$ cat src/rtl/mmio_pkg.sv
// Shared constants for the memory-mapped seven-segment display.
// Segment codes are active-low, ordered {g,f,e,d,c,b,a}.
package mmio_pkg;

    localparam logic [6:0] MMIO_ADDR_DEF = 7'h7F;
    localparam logic [6:0] SEG_BLANK     = 7'b1111111;
    localparam int         NUM_DIGITS    = 4;

    // Element [n] is the glyph for hex nibble n; lowercase b and d.
    localparam logic [15:0][6:0] SEG_HEX = {
        7'b0001110, 7'b0000110, 7'b0100001, 7'b1000110,
        7'b0000011, 7'b0001000, 7'b0010000, 7'b0000000,
        7'b1111000, 7'b0000010, 7'b0010010, 7'b0011001,
        7'b0110000, 7'b0100100, 7'b1111001, 7'b1000000
    };

endpackage

$ cat src/rtl/mmio_seg_display_hex7seg.sv
// Combinational nibble to active-low seven-segment code.
module hex7seg
    import mmio_pkg::*;
(
    input  logic [3:0] nib_i,
    output logic [6:0] seg_o
);

    assign seg_o = SEG_HEX[nib_i];

endmodule

$ cat src/rtl/mmio_seg_display.sv
// Snoops CPU stores to one word address and scans it onto a 4-digit display.
// Optional leading-zero blanking: define DISP_BLANK_LEADING_EN.
module mmio_seg_display
    import mmio_pkg::*;
#(
    parameter logic [6:0]  MMIO_ADDR   = MMIO_ADDR_DEF,
    parameter int unsigned REFRESH_DIV = 100000
) (
    input  logic        CLK,
    input  logic        RST,
    input  logic        CS,
    input  logic        WE,
    input  logic [6:0]  ADDR,
    input  logic [31:0] DATA_IN,
    input  logic        SEL,
    output logic [3:0]  AN,
    output logic [6:0]  SEG,
    output logic        DP,
    output logic        UPD
);

    localparam int unsigned CW = (REFRESH_DIV > 1) ? $clog2(REFRESH_DIV) : 1;
    localparam logic [CW-1:0] CNT_MAX = CW'(REFRESH_DIV - 1);

    logic [31:0]   dval_q, dval_d;
    logic          upd_q, upd_d;
    logic [CW-1:0] cnt_q, cnt_d;
    logic [1:0]    dig_q, dig_d;
    logic [3:0]    an_q, an_d;
    logic [6:0]    seg_q, seg_d;

    logic        wr_hit;
    logic        wrap;
    logic [15:0] half;
    logic [3:0]  nib;
    logic [6:0]  hex;
    logic        blank;

    assign wr_hit = CS & WE & (ADDR == MMIO_ADDR);
    assign wrap   = (cnt_q == CNT_MAX);

    always_comb begin
        dval_d = wr_hit ? DATA_IN : dval_q;
        upd_d  = wr_hit;
        cnt_d  = wrap ? '0 : cnt_q + 1'b1;
        dig_d  = wrap ? dig_q + 2'd1 : dig_q;
    end

    assign half = SEL ? dval_q[31:16] : dval_q[15:0];
    assign nib  = half[{dig_q, 2'b00} +: 4];

    hex7seg u_hex (
        .nib_i (nib),
        .seg_o (hex)
    );

`ifdef DISP_BLANK_LEADING_EN
    logic [1:0] msd;

    // Highest nonzero nibble; digit 0 stays lit even for zero.
    always_comb begin
        msd = '0;
        for (int i = 1; i < NUM_DIGITS; i++) begin
            if (half[4*i +: 4] != 4'h0) msd = 2'(i);
        end
    end

    assign blank = (dig_q > msd);
`else
    assign blank = 1'b0;
`endif

    always_comb begin
        an_d  = blank ? 4'b1111 : ~(4'b0001 << dig_q);
        seg_d = blank ? SEG_BLANK : hex;
    end

    always_ff @(posedge CLK or posedge RST) begin
        if (RST) begin
            dval_q <= '0;
            upd_q  <= 1'b0;
            cnt_q  <= '0;
            dig_q  <= '0;
            an_q   <= 4'b1110;
            seg_q  <= 7'b1000000;
        end else begin
            dval_q <= dval_d;
            upd_q  <= upd_d;
            cnt_q  <= cnt_d;
            dig_q  <= dig_d;
            an_q   <= an_d;
            seg_q  <= seg_d;
        end
    end

    assign AN  = an_q;
    assign SEG = seg_q;
    assign DP  = 1'b1;
    assign UPD = upd_q;

endmodule

$ cat config.mk
export PLATFORM = sky130hd
export DESIGN_NAME = mmio_seg_display
export DESIGN_NICKNAME = d
export VERILOG_FILES = /design/src/rtl/mmio_pkg.sv /design/src/rtl/mmio_seg_display_hex7seg.sv /design/src/rtl/mmio_seg_display.sv
export SDC_FILE = /design/constraint.sdc
export NUM_CORES = 1
export LEC_CHECK = 0
export BUFFER_PORTS_ARGS = -buffer_cell sky130_fd_sc_hd__buf_4
export CORE_ASPECT_RATIO = 1.5
export CORE_MARGIN = 1
export CORE_UTILIZATION = 55
export DETAILED_ROUTE_END_ITERATION = 10
export GPL_TIMING_DRIVEN = 0
export PLACE_DENSITY_LB_ADDON = 0.1
export RECOVER_POWER = 100
export SKIP_CTS_REPAIR_TIMING = 1
export SYNTH_ARGS = -nofsm -noshare
export SYNTH_HDL_FRONTEND = slang
export SYNTH_SLANG_ARGS = --single-unit
$ cat constraint.sdc
create_clock -name CLK -period 3.3 [get_ports CLK]
set_clock_uncertainty 0.05 [all_clocks]
set_input_delay 0.66 -clock CLK [delete_from_list [all_inputs] [get_ports CLK]]
set_output_delay 0.66 -clock CLK [all_outputs]
set_load 0.02 [all_outputs]
# Word-level counts from Yosys, hierarchy flattened
# Memory sizes are Yosys's and may differ from the RTL's. A register that Yosys moved wholly into a read port is not among the register bits.
# Index checks and enable logic that the tools add are counted.
dict set report word_totals {
  reg_bits 56
  mem_bits_ro 112
  out_inout_bits 13
  elab_cells 17
  memories 1
}
dict set report op_classes {
  add_sub_neg 2
  eq_ne 2
  shift 2
  muxes 2
  bitwise_logic 3
}
# memory words width read_ports rd_ports_with_merged_regs write_ports line_no
set mem_list {}
lappend mem_list {{(no name shown)} 16 7 1 1 0 mmio_seg_display_hex7seg.sv:9} ;# assign seg_o = SEG_HEX[nib_i];
# op n
set op_table {}
lappend op_table {{17-bit by 1-bit adder with 17-bit output, second input constant} 1}
lappend op_table {{17-bit == test, second input constant} 1}
lappend op_table {{17-bit 2-to-1 mux} 1}
lappend op_table {{16-bit 2-to-1 mux} 1}
lappend op_table {{16-bit by 5-bit variable part select with 4-bit output} 1}
lappend op_table {{7-bit == test, second input constant} 1}
lappend op_table {{4-bit inverter} 1}
lappend op_table {{1-bit by 2-bit << shifter with 4-bit output, first input constant} 1}
lappend op_table {{2-bit by 1-bit adder with 2-bit output, second input constant} 1}
lappend op_table {{1-bit bitwise AND} 2}

# Logic depth before layout (Yosys ltp)
dict set report depth {
  depth_word 2
  depth_mapped 8
}

# By module
# From an unflattened synthesis, not the netlist that was laid out.
dict set report hier_totals {
  cells_unflattened 228
  hier_area_um2 2990.4
}
# mod instances cells_per_inst area_per_inst_um2 seq_area_each_um2
set by_module_without_submodules {}
lappend by_module_without_submodules {mmio_seg_display 1 196 2715.1 1581.5}
lappend by_module_without_submodules {hex7seg 1 32 275.3 0.0}

# Worst setup path after synthesis
# Ideal clock, no wire load.
dict set report synth_path {
  path_kind {register to register}
  from {register dig_q[0]}
  to {register seg_q[0], in the netlist SEG[0]}
  t_arrival_ns 2.122
  required_time_ns 3.126
  setup_slack_ns 1.004
  stages_incl_launch_ff 8
  period_less_slack_ns 2.296
  path_cell_list {dfrtp_1 buf_6 mux4_1 mux2i_1 inv_1 ha_1 and3_1 a211o_1}
}
dict set report synth_via {
  elab_chain_len 1
}
# item line_no
set synth_lines {}
lappend synth_lines {{from (decl)} mmio_seg_display.sv:28} ;# logic [1:0] dig_q, dig_d;
lappend synth_lines {{from (signal assigned)} mmio_seg_display.sv:90} ;# dig_q <= dig_d;
lappend synth_lines {{16-bit by 5-bit variable part select with 4-bit output} mmio_seg_display.sv:50} ;# assign nib = half[{dig_q, 2'b00} +: 4];
lappend synth_lines {{to (decl)} mmio_seg_display.sv:30} ;# logic [6:0] seg_q, seg_d;
# Every way passes these cells.
# A chain may end at the register's enable or synchronous reset.

# Worst setup path in the final report
# Same ends and word-level chain as after synthesis.

==> reports/results.ini <==
[power_and_ir_drop]
p_per_area_nw_per_um2 = 416
internal_power_w = 0.00116
p_clk_frac = 0.369
vdd_drop_max_uv = 250
switching_share = 0.225
p_leak_nw = 1.78
net-switching-power_w = 0.000337
seq_power_share = 0.539
pwr-share-comb = 0.091
power_w = 0.00150

[setup_path]
cp_max_fo = 9
regToRegSetupSlack_ns = 0.68
worstReg2RegEnd = SEG[0]$_DFF_PP0_
cp_cell_sequence = buf_6, mux4_1, mux2i_1, inv_1, ha_1, and3_1, a211o_1
reg2regPathDepth = 7
required_ns = 3.46
crit_buf_inv = 2
crit_path_start = dig_q[0]$_DFFE_PP0N_
r2r-start = dig_q[0]$_DFFE_PP0N_
worst_path_dominant_cell_family = multiplexers
cp-end-kind = register
critPathMaxStageDelay_ns = 0.59
worst-setup-path-type = register to register
worstPathArrival_ns = 2.78
cp_slowest_cell = mux4_1
startpoint_type = register

[sta]
setup_ws_ns = 0.682
finalSetupTns_ns = 0
max_freq_ghz = 0.382
min_period_ns = 2.62
max_slew_margin = 0.380
drv_slew = 0
tightestPinTransition_ns = 0.928
rsz0062_at_grt = false
fin_crit_sh = 0.793
finalSetupViolCount = 0
hold_viol = 0

[logic_synthesis]
ys.flop_type = dfrtp_1
synth_most_common_cell = dfrtp_1
synth-async-reset-ratio = 1.00
syn_area_um2 = 2990
ys_warn_count = 0
synth_edf_count = 0
seq_area_frac_synth = 0.528
syn_nets = 276
netlist_instances = 221
avgSynthCellArea_um2 = 13.5
yosysUniqueCellTypes = 37
netlist_top_cells_count = dfrtp_1, mux2_2, ha_1, xnor2_1, inv_1
synth.largest_area_cell = dfrtp_1
ys_seq_elements = 63
synthDominantCellAreaShare = 0.493
ys_top_cells_by_area = dfrtp_1, mux2_2, ha_1

[place]
dp_hpwl_um = 3760
gp_congestion = 0.798
post-place-cells = 344
pre_cts_ws_ns = 0.661
io_buffers = 54

[floorplan]
fp.dieArea_um2 = 5750
fp.dieW_um = 62.2
start_util = 0.575
ios = 57
num_rows = 32
die_h_um = 92.4
core_area_um2 = 5200

[grt]
overflow = 0
antenna_found_initial = 0
grt_first_pass_wirelength_um = 9000
grt_pass1_vias = 1942
grt_max_degree = 41
track_usage = 0.208

[clocking]
clock_latency_ns = 0.33
cts_buffers = 9
root_buffer = clkbuf_8
path_clk_slew_ns = 0.06
cts_tree = done
cts.sinks = 63
htree_levels = 3
clockBufferDepth = 2

[routing]
ant_nets = 0
drtIter0Drc = 100
vias = 1909
post-route-drc-count = 0
post_drt_wl_per_cell_um = 14.3
drt-pass1-iter-count = 4
vias_per_cell = 5.32
drt-total-wl_um = 5130

[job]
cap_violations = 0

[finish]
syn_to_final_growth_pct = 20.6
final_nets = 342
fin_util = 0.694
finalNonFillerCells = 359
diodes = 0
drive_above_1_share = 0.364
nFillCells = 392

[worst_hold_path]
hold_depth = 1
hp-start = cnt_q[0]$_DFF_PP0_
worstHoldEndpoint = cnt_q[0]$_DFF_PP0_
hold_path_class = register to register

[status]
status = complete, no violations

-- layout make-up --
class / count / area, um^2 / area share
repair buffers: 55 / 380 / 0.105
well taps: 68 / 85.1 / 0.0236
clock inverters: 1 / 5.00 / 0.00139
plain buffers: 9 / 60.1 / 0.0166
flip-flops and latches: 63 / 1580 / 0.438
multi-input cells: 138 / 1310 / 0.362
inverters: 11 / 41.3 / 0.0114
clock buffers: 14 / 153 / 0.0423
-- layout by cell type (no fill, tap or decap), types with 4 or more instances in the layout --
master     n
clkbuf_1  21
inv_1     11
xor2_1     4
nand2_1    7
buf_4     41
clkbuf_8  10
ha_1      11
nand3_1    9
dfrtp_1   59
mux2i_1    7
nor2_1     8
o21ai_0    4
mux2_2    36
dfstp_2    4
and4_1     4
mux4_2     6
and3_1     5
xnor2_1   11
-- worst register-to-register path, delay by kind of cell, from the launching register on --
| kind | cells | cell delay (ns) |
|---|---|---|
| buffers and inverters | 2 | 0.33 |
| AOI/OAI and AO/OA | 1 | 0.22 |
| adders and majority gates | 1 | 0.25 |
| muxes | 2 | 1.10 |
| and+or+nand+nor | 1 | 0.16 |
| DFF | 1 | 0.40 |
-- flip-flops by register name, summed over array words and instances, names as in the netlist --
signal	count
dig_q	2
AN	4
dval_q	32
cnt_q	17
UPD	1
SEG	7
-- worst max-delay path by stage --
stage | to | slack [ns] | cells after the start
3_5_place_dp | SEG[0]$_DFF_PP0_ | 0.66 | 7
5_1_grt | SEG[5]$_DFF_PP0_ | 0.47 | 8
6_report | SEG[0]$_DFF_PP0_ | 0.68 | 7
3_3_place_gp | dval_q[4]$_DFFE_PP0P_ | 0.25 | 2
4_1_cts | SEG[0]$_DFF_PP0_ | 0.65 | 7
2_1_floorplan | SEG[0]$_DFF_PP0_ | 1.00 | 7
-- power by group through the flow --
stage / Combinational [W] / Sequential (W) / Clock (W)
final: 0.000137 / 0.000810 / 0.000555
after global placement: 0.000140 / 0.000824 / 0
after global routing: 0.000150 / 0.000813 / 0.000611
after CTS: 0.000147 / 0.000810 / 0.000572
after floorplan: 0.0000703 / 0.000831 / 0
after detailed placement: 0.000146 / 0.000824 / 0
-- per-layer routing --
metal | global-route usage | wire, um | vias to the layer above
met3 | 0.0616 | 286 | 8
met1 | 0.244 | 2090 | 933
met4 | 0.103 | 102 | 0
met5 | 0 | 0 | -
met2 | 0.346 | 2650 | 57
li1 | - | - | 911
-- through the flow --
| step | cell area, um^2 | hold slack (ns) |
|---|---|---|
| floorplan | 2990 | 0.397 |
| global placement | 3480 | 0.411 |
| detailed placement | 3500 | 0.435 |
| CTS | 3660 | 0.319 |
| global route | 3610 | 0.456 |
| finish | 3610 | 0.437 |
-- logic make-up (layout without fill, tap and decap cells) --
logic type | after synthesis | in the layout | share of synthesized area
compound gates | 10 | 10 | 0.0213
other cells | 1 | 1 | 0.00125
fa+ha+maj | 11 | 11 | 0.0460
mux | 53 | 53 | 0.237
xor+xnor | 15 | 15 | 0.0439
buf+inv | 20 | 90 | 0.0355
flops | 63 | 63 | 0.528
simple gates | 48 | 48 | 0.0873
Power figures use the tool's default switching activity.
